==> src/rtl/slow_clock_pkg.sv <==
`default_nettype none
// ============================================================================
// Module   : slow_clock_pkg
// Purpose  : Shared state type and default rate constants for the slow-clock
//            divider and period meter.
// Revision : 1.0  initial release
// ============================================================================
package slow_clock_pkg;

    typedef enum logic [1:0] {
        IDLE  = 2'd0,
        ARMED = 2'd1,
        RUN   = 2'd2
    } meter_state_t;

    localparam int unsigned c_timeout_default       = 50_000_000;
    localparam int unsigned c_expect_period_default = 5_000_002;

endpackage
`default_nettype wire

==> src/rtl/sync_edge_detect.sv <==
`default_nettype none
// ============================================================================
// Module   : sync_edge_detect
// Purpose  : Two-flop synchronizer plus history flop; flags rising and
//            falling edges of an asynchronous input (KEY, SW, slow clocks).
// Revision : 1.0  initial release
// ============================================================================
module sync_edge_detect (
    input  logic Clock,
    input  logic reset,
    input  logic clear,
    input  logic sig_in,
    output logic rise,
    output logic fall
);

    logic r_sync1;
    logic r_sync2;
    logic r_hist;

    always_ff @(posedge Clock or negedge reset) begin
        if (!reset) begin
            r_sync1 <= 1'b0;
            r_sync2 <= 1'b0;
            r_hist  <= 1'b0;
        end else if (clear) begin
            r_sync1 <= 1'b0;
            r_sync2 <= 1'b0;
            r_hist  <= 1'b0;
        end else begin
            r_sync1 <= sig_in;
            r_sync2 <= r_sync1;
            r_hist  <= r_sync2;
        end
    end

    assign rise =  r_sync2 & ~r_hist;
    assign fall = ~r_sync2 &  r_hist;

endmodule
`default_nettype wire

==> src/rtl/slow_clock_period_meter.sv <==
`default_nettype none
// ============================================================================
// Module   : slow_clock_period_meter
// Purpose  : Measures period and high time of a slow asynchronous input in
//            Clock cycles; flags input loss. Optional tolerance check is
//            enabled by defining PERIOD_METER_TOL_CHECK_EN.
// Revision : 1.0  initial release
// ============================================================================
module slow_clock_period_meter
    import slow_clock_pkg::*;
#(
    parameter int          CNT_W         = 32,
    parameter int unsigned TIMEOUT       = c_timeout_default,
    parameter int unsigned EXPECT_PERIOD = c_expect_period_default,
    parameter int unsigned TOL           = 1000
) (
    input  logic             Clock,
    input  logic             reset,
    input  logic             sig_in,
    input  logic             clear,
    output logic [CNT_W-1:0] period,
    output logic [CNT_W-1:0] high_time,
    output logic             valid,
    output logic             locked,
    output logic             timeout,
    output logic             in_tol
);

    localparam logic [CNT_W-1:0] c_cnt_max  = CNT_W'(TIMEOUT);
    localparam logic [CNT_W-1:0] c_cnt_lost = CNT_W'(TIMEOUT - 1);

    logic             w_rise;
    logic             w_fall;
    logic [CNT_W-1:0] w_cnt_inc;
    logic             w_active;
    logic             w_publish;
    logic             w_lost;

    meter_state_t     r_state;
    logic [CNT_W-1:0] r_cnt;
    logic [CNT_W-1:0] r_hi_cap;
    logic             r_fall_seen;

    sync_edge_detect u_sync (
        .Clock  (Clock),
        .reset  (reset),
        .clear  (clear),
        .sig_in (sig_in),
        .rise   (w_rise),
        .fall   (w_fall)
    );

    assign w_cnt_inc = r_cnt + 1'b1;
    assign w_active  = (r_state != IDLE);
    assign w_publish = w_active & w_rise;
    // A rise on the timeout cycle still publishes.
    assign w_lost    = w_active & ~w_rise & (r_cnt == c_cnt_lost);

    always_ff @(posedge Clock or negedge reset) begin
        if (!reset) begin
            r_state     <= IDLE;
            r_cnt       <= '0;
            r_hi_cap    <= '0;
            r_fall_seen <= 1'b0;
            period      <= '0;
            high_time   <= '0;
            valid       <= 1'b0;
            locked      <= 1'b0;
            timeout     <= 1'b0;
        end else if (clear) begin
            r_state     <= IDLE;
            r_cnt       <= '0;
            r_hi_cap    <= '0;
            r_fall_seen <= 1'b0;
            period      <= '0;
            high_time   <= '0;
            valid       <= 1'b0;
            locked      <= 1'b0;
            timeout     <= 1'b0;
        end else begin
            valid <= 1'b0;
            if (w_rise) begin
                r_cnt <= '0;
            end else if (r_cnt != c_cnt_max) begin
                r_cnt <= w_cnt_inc;
            end

            case (r_state)
                IDLE: begin
                    if (w_rise) begin
                        r_state     <= ARMED;
                        r_fall_seen <= 1'b0;
                    end
                end
                ARMED, RUN: begin
                    if (w_publish) begin
                        period      <= w_cnt_inc;
                        high_time   <= r_fall_seen ? r_hi_cap : w_cnt_inc;
                        valid       <= 1'b1;
                        locked      <= 1'b1;
                        timeout     <= 1'b0;
                        r_fall_seen <= 1'b0;
                        r_state     <= RUN;
                    end else begin
                        if (w_fall) begin
                            r_hi_cap    <= w_cnt_inc;
                            r_fall_seen <= 1'b1;
                        end
                        if (w_lost) begin
                            r_state <= IDLE;
                            timeout <= 1'b1;
                            locked  <= 1'b0;
                        end
                    end
                end
                default: r_state <= IDLE;
            endcase
        end
    end

`ifdef PERIOD_METER_TOL_CHECK_EN
    // One extra bit keeps the bound arithmetic free of wrap-around.
    localparam logic [CNT_W:0] c_exp = (CNT_W+1)'(EXPECT_PERIOD);
    localparam logic [CNT_W:0] c_tol = (CNT_W+1)'(TOL);

    logic [CNT_W:0] w_meas;
    logic           w_in_range;

    assign w_meas     = {1'b0, w_cnt_inc};
    assign w_in_range = ((w_meas + c_tol) >= c_exp) && (w_meas <= (c_exp + c_tol));

    always_ff @(posedge Clock or negedge reset) begin
        if (!reset) begin
            in_tol <= 1'b0;
        end else if (clear) begin
            in_tol <= 1'b0;
        end else if (w_publish) begin
            in_tol <= w_in_range;
        end else if (w_lost) begin
            in_tol <= 1'b0;
        end
    end
`else
    logic w_tol_cfg_unused;
    assign w_tol_cfg_unused = |{EXPECT_PERIOD, TOL};
    assign in_tol           = 1'b0;
`endif

endmodule
`default_nettype wire

==> config.mk <==
export PLATFORM = sky130hd
export DESIGN_NAME = slow_clock_period_meter
export DESIGN_NICKNAME = d
export VERILOG_FILES = /design/src/rtl/slow_clock_pkg.sv /design/src/rtl/sync_edge_detect.sv /design/src/rtl/slow_clock_period_meter.sv
export SDC_FILE = /design/constraint.sdc
export NUM_CORES = 1
export LEC_CHECK = 0
export CORE_UTILIZATION = 56
export CTS_CLUSTER_SIZE = 25
export DETAILED_ROUTE_END_ITERATION = 16
export HOLD_SLACK_MARGIN = 0.08
export PLACE_DENSITY_LB_ADDON = 0.1
export SLEW_MARGIN = 10
export SYNTH_ARGS = -nofsm -noshare
export SYNTH_HDL_FRONTEND = slang
export SYNTH_SLANG_ARGS = --single-unit
==> constraint.sdc <==
create_clock -name Clock -period 3.1 [get_ports Clock]
set_input_delay 0.93 -clock Clock [delete_from_list [all_inputs] [get_ports Clock]]
set_output_delay 0.93 -clock Clock [all_outputs]
set_load 0.02 [all_outputs]
; Word level (Yosys, flattened, before mapping)
; Index checks and enable logic that the tools add are counted.
[totals]
ff_bits = 137
latchBits = 0
mem_bits_rw = 0
mem_bits_ro = 0
mem_count = 0
[classes]
n_addsub = 1
mul = 0
n_div = 0
n_lt_le_gt_ge = 0
n_eq_ne = 8
n_shift = 0
muxes = 38
n_bitwise = 8
reduce_logical = 14
[ops]
columns = cell, n
row1 = two-way mux 32 bit, 14
row2 = "adder 32 x 1 -> 32 bit, second input constant", 1
row3 = "equality test 32 x 26 -> 1 bit, second input constant", 1
row4 = "!= test 32 x 26 -> 1 bit, second input constant", 1
row5 = two-way mux 1 bit, 18
row6 = nonzero test 3 bit, 3
row7 = two-way mux 2 bit, 4
row8 = nonzero test 2 bit, 4
row9 = AND reduction 2 bit, 3
row10 = AND reduction 3 bit, 2
row11 = AND 1 bit, 5
row12 = "!= test 4 x 3 -> 1 bit, second input constant", 1
row13 = "!= test 4 bit, second input constant", 1
row14 = case mux 2 bit (2 select lines), 1
row15 = "!= test 3 bit, second input constant", 1
row16 = NOT 1 bit, 3
row17 = "equality test 2 x 1 -> 1 bit, second input constant", 1
row18 = "equality test 2 bit, second input constant", 1
row19 = zero test 2 bit, 1
row20 = "!= test 2 bit, second input constant", 1
row21 = case mux 1 bit (2 select lines), 1
row22 = OR reduction 2 bit, 1

; Longest topological paths before layout
; Gate-level depths: netlist of run 1.
[depth]
ltp_word = 9
depth_mapped = 9

; Modules after synthesis
; A second synthesis of run 1 with hierarchy kept.
[unflattened]
hier_cells = 637
area_unflattened_um2 = 6238.5
[by_module_without_submodules]
columns = mod, n_inst, cells_each, area_each_um2
row1 = slow_clock_period_meter, 1, 629, 6132.1
row2 = sync_edge_detect, 1, 8, 106.4

; Worst setup path after synthesis of run 1
; No wires, ideal clock.
[synth_timing]
path_type = register -> register
startpoint = reg r_state[1]
endpoint = reg period[10]
arrival_time_ps = 2046
required_time_ps = 3006
slack_ps = 960
stages_incl_launch_ff = 10
cell_sequence = dfrtp_1 -> inv_1 -> ha_1 -> nor2b_1 -> nor2b_1 -> clkbuf_1 -> clkbuf_1 -> clkbuf_1 -> nor2_1 -> a211oi_1
[synth_between]
elab_chain_len = 4
[synth_rtl]
columns = item, line_no
row1 = start: declaration, slow_clock_period_meter.sv:39  ; meter_state_t r_state;
row2 = start signal: assignment, slow_clock_period_meter.sv:61  ; r_state <= IDLE;
row3 = start signal: assignment, slow_clock_period_meter.sv:71  ; r_state <= IDLE;
row4 = start signal: assignment, slow_clock_period_meter.sv:91  ; r_state <= ARMED;
row5 = equality test 2 x 1 -> 1 bit (tied with other cells), slow_clock_period_meter.sv:88  ; case (r_state)
row6 = OR reduction 2 bit or AND 1 bit (tied branches), "slow_clock_period_meter.sv:88, slow_clock_period_meter.sv:55"
row7 = nonzero test 2 bit (no source line), --
row8 = AND reduction 2 bit (no source line) (*), --
row9 = end signal: assignment, slow_clock_period_meter.sv:97  ; period <= w_cnt_inc;
row10 = end: declaration, slow_clock_period_meter.sv:21  ; output logic [CNT_W-1:0] period,
; Every way passes the cells marked *; elsewhere a longest branch is shown, timed or not.
; A chain may end at the register's enable or synchronous reset.

; Final worst setup path of run 1
[layout_timing]
startpoint = reg r_state[1]
endpoint = reg high_time[24]
[layout_between]
elab_chain_len = 4
[layout_rtl]
columns = item, line_no
row1 = equality test 2 x 1 -> 1 bit (tied with other cells), slow_clock_period_meter.sv:88
row2 = OR reduction 2 bit or AND 1 bit (tied branches), "slow_clock_period_meter.sv:88, slow_clock_period_meter.sv:55"
row3 = nonzero test 2 bit (no source line), --
row4 = AND reduction 2 bit (no source line) (*), --
row5 = end signal: assignment, slow_clock_period_meter.sv:98  ; high_time <= r_fall_seen ? r_hi_cap : w_cnt_inc;
row6 = end: declaration, slow_clock_period_meter.sv:22  ; output logic [CNT_W-1:0] high_time,
; Marked as above.

==> impl_metrics.toml, run 1 <==
[timing]
timing.hold.ws_ns = 0.386
fin_crit_ns = 2.47
tns_ns = 0
fin_skew_ns = 0.00907
worst_pin_slew_ns = 0.558
finalCritPeriodShare_pct = 79.5
finalSetupViolations = 0
slew_violations = 0
fmax_ghz = 0.406
slew_headroom_pct = 62.8
finalHoldViolCount = 0
rsz0062_at_grt = "false"

[synth]
synth_compound_area_share_pct = 13.8
synth_cell_types = 52
ys_warn_count = 0
synthCells = 612
yosysSeqAreaShare_pct = 56.9
avgSynthCellArea_sq_um = 9.84
synthXorXnorAreaFrac_pct = 4.22
synth.area.mux_share_pct = 0.499
async_flop_share_pct = 100
synth_adder_area_share_pct = 0.831
synth-main-ff-cell = "dfrtp_1"
synth_top_family_by_area = "simple AND/OR/NAND/NOR gates"
synth-edff-count = 0
yosys.area_share.simple_pct = 20.5
syn-num-nets = 620
synth_seq_cells = 137
synth_area_sq_um = 6020

[critical_path]
rr_endpoint = "high_time[24]"
critPathSlowestCell = "nor2b_4"
crit_required_ns = 3.53
regToRegSetupSlack_ns = 0.63
reg2reg_depth = 6
cp_num_buf_inv = 1
cp-end-kind = "register"
reg2reg_from = "r_state[1]"
path_class = "reg -> reg"
cp-start-kind = "register"
slowest_delay_ns = 0.51
crit_chain = "inv_1 -> ha_1 -> nor2b_1 -> nor2b_4 -> nand3_1 -> o21ai_0"
crit_arrival_ns = 2.89
crit_family = "simple AND/OR/NAND/NOR gates"
path_max_fanout = 21

[power_and_ir_drop]
swShare_pct = 22.4
p_per_area_nw_per_um2 = 517
internal-power_w = 0.00301
ir_drop_uv = 395
p_sw_w = 0.000871
power.share.sequential_pct = 46.6
p_leak_nw = 3.24
p_total_w = 0.00388
clkPwrFrac_pct = 50.1
combPwrFrac_pct = 3.3

[floorplanning]
ios = 72
die_w_um = 106
initial_core_util_pct = 58.1
coreArea_sq_um = 10400
fp.dieH_um = 106
std_cell_rows = 37
die-area_sq_um = 11200

[cells_and_area]
antenna_cells = 0
syn2layout_area_growth_pct = 24.7
final_common_cell = "dfrtp_1"
post-route-util_pct = 72.4
fill_cells = 793
layout_common_cells = "dfrtp_1 (137), nor2_1 (93), nand2_1 (73)"
layout-drive-gt1-share_pct = 9.22
fin_nets = 690

[grt]
grt_pass1_wl_um = 23600
grt_pass1_vias = 4482
grt_usage_pct = 27.4
grt_start_max_net_pins = 66
overflow = 0
antenna_found_initial = 0

[outcome]
run_status = "finished clean"

[routing]
antenna_left = 0
viasPerCell = 5.77
wl_per_cell_um = 17.2
wl_um = 14300
drt-pass1-iter-count = 5
drc_errors = 0
vias = 4791
drt_iter0_markers = 319

[placement]
gp_congestion = 0.867
io_buffers = 70
place_hpwl_um = 9490

[cts]
cts_made_buffers = 17
cts_setup_buffers = 0
htreeDepth = 4
worstSkewPairLatency_ns = 0.52
cts_tree = "yes"
cts.sinks = 137
cts.clk_slew.worst_paths_ns = 0.06
cts_root_buffer = "clkbuf_8"
cts-hold-fix-buffers = 0
clockBufferDepth = 2
cts_resized = 0

[flow_run]
maxCapViolations = 0

[min_path]
hp-class = "in -> async"
-- power groups by stage --
| stage | clock [W] | sequential [W] | combinational (W) |
|---|---|---|---|
| global placement | 0 | 0.00184 | 0.000126 |
| detailed placement | 0 | 0.00184 | 0.000130 |
| floorplan | 0 | 0.00184 | 0.0000598 |
| finish | 0.00195 | 0.00181 | 0.000128 |
| CTS | 0.00196 | 0.00181 | 0.000131 |
| global route | 0.00204 | 0.00181 | 0.000143 |
-- per-layer routing --
metal,up-vias,GRT usage (%),share of wire (%)
met5,-,0,0
met4,0,9.13,1.3
met3,16,6.00,4.9
met2,134,41.0,47
met1,2371,39.8,47
li1,2270,-,-
-- cells in the mapped netlist, types with 2 or more instances --
cell type	instances	area share (%)
xnor2_1	20	2.9
o31ai_1	3	0.37
dfrtp_1	137	57
nor4_1	6	0.62
nor2b_1	5	0.52
buf_1	3	0.19
nand4_1	10	1.0
ha_1	4	0.83
and3_1	16	1.7
clkbuf_1	33	2.1
o211ai_1	6	0.75
nand2_1	73	4.5
o21ai_1	2	0.17
a21o_1	2	0.25
and2_1	2	0.21
a211oi_1	31	3.9
xor2_1	9	1.3
a21oi_1	18	1.5
nor2_1	93	5.8
nor3_1	4	0.33
nand2b_1	4	0.42
buf_2	2	0.17
nor4b_1	3	0.44
inv_1	11	0.69
or2_2	2	0.21
nand3_1	17	1.4
a31oi_1	17	1.8
and4_1	2	0.29
o21ai_0	47	3.9
or3_1	6	0.62
mux2i_1	3	0.50
-- state kept, by name, summed over array words and instances (netlist names) --
register,flops
valid,1
locked,1
timeout,1
u_sync.r_sync1,1
r_state,2
u_sync.r_hist,1
period,32
r_cnt,32
high_time,32
u_sync.r_sync2,1
r_fall_seen,1
r_hi_cap,32
-- stage by stage --
step | area (sq um) | setup slack, ns | std cells
3_5_place_dp | 6940 | 0.666 | 799
5_1_grt | 7510 | 0.390 | 830
6_report | 7510 | 0.634 | 830
2_1_floorplan | 6020 | 0.960 | 612
4_1_cts | 7510 | 0.638 | 830
3_3_place_gp | 6940 | 0.787 | 799
-- kinds of logic (layout without fill, tap and decap cells) --
logic type,count (synthesis),in the layout
AOI/OAI and AO/OA,134,134
buffers and inverters,50,132
and+or+nand+nor,254,254
adders and majority gates,4,4
DFF,137,137
xor gates and xnor gates,29,29
muxes,3,3
other,1,1
-- final cells by class --
type | count | area, sq um | share of cell area (%)
flip-flops and latches | 137 | 3430 | 45.7
multi-input cells | 425 | 2410 | 32.1
repair buffers | 90 | 893 | 11.9
clock inverters | 12 | 126 | 1.68
inverters | 11 | 41.3 | 0.550
clock buffers | 19 | 442 | 5.88
well taps | 136 | 170 | 2.27
-- how the worst max path moves through the flow --
stage / from / end / slack [ns] / cells after the start
2_1_floorplan: r_state[1] / period[10] / 0.96 / 9
3_3_place_gp: r_state[1] / high_time[29] / 0.79 / 6
3_5_place_dp: r_state[1] / high_time[14] / 0.67 / 8
4_1_cts: high_time[25] / high_time[25] / 0.64 / 1
5_1_grt: r_state[1] / high_time[21] / 0.39 / 6
6_report: r_state[1] / high_time[24] / 0.63 / 6
Note: power is estimated with default switching activity, not from simulation.
==> inputs of run 2 (changes only) <==
--- a/config.mk
+++ b/config.mk
@@ -5,7 +5,7 @@
 export SDC_FILE = /design/constraint.sdc
 export NUM_CORES = 1
 export LEC_CHECK = 0
-export CORE_UTILIZATION = 56
+export CORE_UTILIZATION = 50
 export CTS_CLUSTER_SIZE = 25
 export DETAILED_ROUTE_END_ITERATION = 16
 export HOLD_SLACK_MARGIN = 0.08
==> constraint.sdc (replaced) <==
create_clock -name Clock -period 2.15 [get_ports Clock]
set_input_delay 0.645 -clock Clock [delete_from_list [all_inputs] [get_ports Clock]]
set_output_delay 0.645 -clock Clock [all_outputs]
set_load 0.02 [all_outputs]
==> impl_metrics.toml, run 2 (synthesis results as in run 1) <==
[cells_and_area]
seqCellArea_sq_um = 3430
final_common_cell = "dfrtp_1"
syn2layout_area_growth_pct = 31.8
layout-drive-gt1-share_pct = 14.6
post-route-util_pct = 68.7
antenna_cells = 0
fin_nets = 726
layout_common_cells = "dfrtp_1 (136), nor2_1 (92), nand2_1 (73)"
multi_input_area_sq_um = 2470
fill_cells = 889

[outcome]
run_status = "finished with violations"
violations = "design-rule violations"

[routing]
vias = 5065
wl_met1_um = 7310
drt_iter0_markers = 418
highest_layer = "met4"
antenna_left = 0
dr_wl_met3_um = 866
viasPerCell = 5.80
drc_errors = 7
dr_wl_met2_um = 7380
wl_um = 15900
drt-pass1-iter-count = 11
wl_per_cell_um = 18.1

[timing]
slew_violations = 0
finalCritPeriodShare_pct = 97.2
finalHoldViolCount = 0
tns_ns = 0
fin_crit_ns = 2.09
finalSetupViolations = 0
setup_ws_ns = 0.0594
slew_headroom_pct = 51.9
fmax_ghz = 0.478
fin_skew_ns = 0.00606
rsz0062_at_grt = "false"
worst_pin_slew_ns = 0.719
timing.hold.ws_ns = 0.476

[grt]
grt_pass1_vias = 4930
grt_usage_pct = 26.4
overflow = 0
antenna_found_initial = 0
grt_pass1_wl_um = 25700
grt_start_max_net_pins = 81

[critical_path]
crit_arrival_ns = 1.45
cp_num_buf_inv = 1
path_max_fanout = 2
crit_chain = "clkdlybuf4s50_1"
rr_endpoint = "period[18]"
path_class = "reg -> out"
reg2reg_depth = 9
crit_family = "buffers and inverters"
cp-start-kind = "register"
worstSetupStartpoint = "high_time[26]"
crit_cells = 1
slowest_delay_ns = 0.63
critPathSlowestCell = "clkdlybuf4s50_1"
endpoint = "high_time[26]"
regToRegSetupSlack_ns = 0.11
crit_required_ns = 1.50
reg2reg_from = "r_cnt[0]"
cp-end-kind = "output pin"

[cts]
cts.sinks = 137
cts.clk_slew.worst_paths_ns = 0.06
cts_made_buffers = 17
cts_root_buffer = "clkbuf_16"
htreeDepth = 4
worstSkewPairLatency_ns = 0.42
clockBufferDepth = 2
cts_tree = "yes"

[floorplanning]
coreArea_sq_um = 11600
std_cell_rows = 39
initial_core_util_pct = 52.1
ios = 72
die-area_sq_um = 12500
fp.dieH_um = 112
die_w_um = 112

[power_and_ir_drop]
ir_drop_uv = 674
p_per_area_nw_per_um2 = 769
p_total_w = 0.00611
p_leak_nw = 3.45

[flow_run]
maxCapViolations = 0

[placement]
io_buffers = 70
dp_worst_setup_slack_ns = -0.0199
place_hpwl_um = 10500
gp_congestion = 0.892

[min_path]
hp-class = "reg -> reg"
==> run 2: cell type report <==
class	instances	share of cell area (%)
Clock buffer	20	5.63
Clock inverter	12	2.79
Inverter	11	0.520
Multi-Input combinational cell	426	31.1
Sequential cell	137	43.2
Tap cell	143	2.25
Timing Repair Buffer	125	14.5
==> run 2: metrics by stage <==
stage	area, sq um	instances
floorplan	6020	612
global placement	7170	837
detailed placement	7170	837
CTS	7850	870
global route	7940	874
finish	7940	874
==> run 2: worst min path at each step <==
stage	start	slack, ns	to	cells after the start
global placement	reset	0.45	high_time[17]	1
CTS	r_hi_cap[19]	0.48	r_hi_cap[19]	2
detailed placement	reset	0.45	high_time[17]	1
global route	r_hi_cap[19]	0.50	r_hi_cap[19]	2
floorplan	reset	0.35	high_time[0]	0
finish	r_hi_cap[23]	0.48	r_hi_cap[23]	2
==> run 2: worst reg2reg max path, cell delays in order, from the launching register on <==
cell and delay [ns]:
dfrtp_2 0.41, ha_1 0.18, and3_2 0.24, nand4_4 0.15, buf_4 0.19, nor2_2 0.15, and3_1 0.19, xnor2_1 0.07
buf_4 0.15, a211oi_1 0.23
==> run 2: power by group <==
group	total [W]	internal, W	switching [W]
clock	0.00329	0.00220	0.00109
sequential	0.00261	0.00259	0.0000122
combinational	0.000210	0.0000597	0.000150
==> run 2: routing by layer <==
layer,GRT usage (%),up-vias
met1,37.3,2547
met3,5.66,21
met4,10.6,0
met5,0,-
li1,-,2342
met2,39.7,155
==> run 2: timing repair <==
action	CTS	global route
pin swaps	0	2
hold endpoints to repair	1	0
endpoints found under the setup margin	3	67
buffers inserted	0	3
cloned	0	1
resized for setup	1	13
hold buffers	1	0
==> inputs of run 3 (changes only) <==
--- a/config.mk
+++ b/config.mk
@@ -5,6 +5,7 @@
 export SDC_FILE = /design/constraint.sdc
 export NUM_CORES = 1
 export LEC_CHECK = 0
+export CAP_MARGIN = 20
 export CORE_UTILIZATION = 50
 export CTS_CLUSTER_SIZE = 25
 export DETAILED_ROUTE_END_ITERATION = 16
==> constraint.sdc (replaced) <==
create_clock -name Clock -period 2.15 [get_ports Clock]
set_input_delay 0.645 -clock Clock [delete_from_list [all_inputs] [get_ports Clock]]
set_output_delay 0.645 -clock Clock [all_outputs]
set_load 0.1 [all_outputs]
==> impl_metrics.toml, run 3 (synthesis results as in run 1) <==
[timing]
setup_ws_ns = 0.0541
fin_crit_ns = 2.10
rsz0062_at_grt = "true"
fin_skew_ns = 0.00404
fmax_ghz = 0.477
worst_pin_slew_ns = 0.760
slew_violations = 0
slew_headroom_pct = 49.2
finalHoldViolCount = 0
finalCritPeriodShare_pct = 97.5
finalSetupViolations = 0

[critical_path]
cp-end-kind = "register"
crit_required_ns = 2.43
crit_arrival_ns = 2.38
cp-start-kind = "register"
path_max_fanout = 6
path_class = "reg -> reg"

[min_path]
hp-class = "in -> async"

[cells_and_area]
antenna_cells = 0
syn2layout_area_growth_pct = 40.8
layout-drive-gt1-share_pct = 23.1
final_common_cell = "dfrtp_1"
fin_nets = 717
fin_area_sq_um = 8480
layout_common_cells = "dfrtp_1 (134), nor2_1 (93), nand2_1 (73)"

[cts]
cts_made_buffers = 17
cts_root_buffer = "clkbuf_16"
cts_tree = "yes"
clockBufferDepth = 2
cts-hold-fix-buffers = 0
cts.sinks = 137
htreeDepth = 4
worstSkewPairLatency_ns = 0.42
cts.clk_slew.worst_paths_ns = 0.06

[grt]
antenna_found_initial = 0
overflow = 0
grt_pass1_wl_um = 26400
grt_start_max_net_pins = 46
grt_usage_pct = 27.7
grt_pass1_vias = 5092

[outcome]
violations = "design-rule violations"
run_status = "finished with violations"

[placement]
io_buffers = 70
place_area_sq_um = 7810
gp_congestion = 0.881
dp_worst_setup_slack_ns = -0.0134
place_hpwl_um = 10500

[routing]
wl_per_cell_um = 18.5
antenna_left = 0
drt_iter0_markers = 392
vias = 5036
wl_um = 16000
viasPerCell = 5.82
drc_errors = 7
drt-pass1-iter-count = 13

[power_and_ir_drop]
ir_drop_uv = 411
p_total_w = 0.00571
p_leak_nw = 3.70
p_per_area_nw_per_um2 = 673

[floorplanning]
die-area_sq_um = 12500
die_w_um = 112
fp.dieH_um = 112
initial_core_util_pct = 52.1
ios = 72
std_cell_rows = 39
coreArea_sq_um = 11600

[flow_run]
maxCapViolations = 0
[run 3: power by group]
group          leakage (nW)  total, W  internal, W  switching (W)
clock network         0.291   0.00288      0.00184        0.00104
registers              1.90   0.00261      0.00259      0.0000133
logic                  1.51  0.000220    0.0000584       0.000161
[run 3: metrics by stage]
step           utilization [%]  setup TNS (ns)  instances  hold WS, ns
6_report                  73.4               0        865        0.180
5_1_grt                   73.4          -0.282        865        0.206
4_1_cts                   72.6               0        861        0.192
3_5_place_dp              67.5         -0.0134        829        0.465
3_3_place_gp              67.5               0        829        0.455
2_1_floorplan                -               0        612        0.349
[run 3: area by class of cell]
type | instances | area, sq um
Timing Repair Buffer | 117 | 1790
Tap cell | 143 | 179
Clock inverter | 10 | 125
Sequential cell | 137 | 3430
Inverter | 11 | 41.3
Multi-Input combinational cell | 425 | 2460
Fill cell | 830 | 3080
Clock buffer | 22 | 454
[run 3: per-layer routing]
layer	vias to the layer above	part of all wire [%]	track usage, %	routed length, um
li1	2323	-	-	-
met1	2516	45	38.2	7220
met2	174	49	43.1	7750
met3	23	4.8	5.17	768
met4	0	1.5	11.7	236
met5	-	0	0	0
[run 3: path summary, 6_finish.rpt]
check                        startpoint       endpoint  slack [ns]  depth (start not counted)
setup / recovery               r_cnt[0]   r_hi_cap[22]        0.05                          9
hold / removal                    reset  high_time[17]        0.18                          1
setup reg to reg               r_cnt[0]   r_hi_cap[22]        0.05                          9
hold reg to reg            r_hi_cap[17]   r_hi_cap[17]        0.48                          2
max in group asynchronous         reset      period[4]        1.36                          2
min in group Clock         r_hi_cap[17]   r_hi_cap[17]        0.48                          2
[run 3: critical path, stage by stage (launching register included)]
cell     delay (ns)
dfrtp_2        0.41
ha_1           0.18
and3_4         0.20
nand4_2        0.15
buf_4          0.19
nor2_1         0.10
buf_4          0.14
nand3_1        0.12
xor2_2         0.31
o21ai_0        0.15
[run 3: what timing repair did]
item | 4_1_cts | 5_1_grt
pin swaps | 0 | 1
setup buffers | 0 | 4
endpoints found under the setup margin | 2 | 62
gates resized for setup | 2 | 16
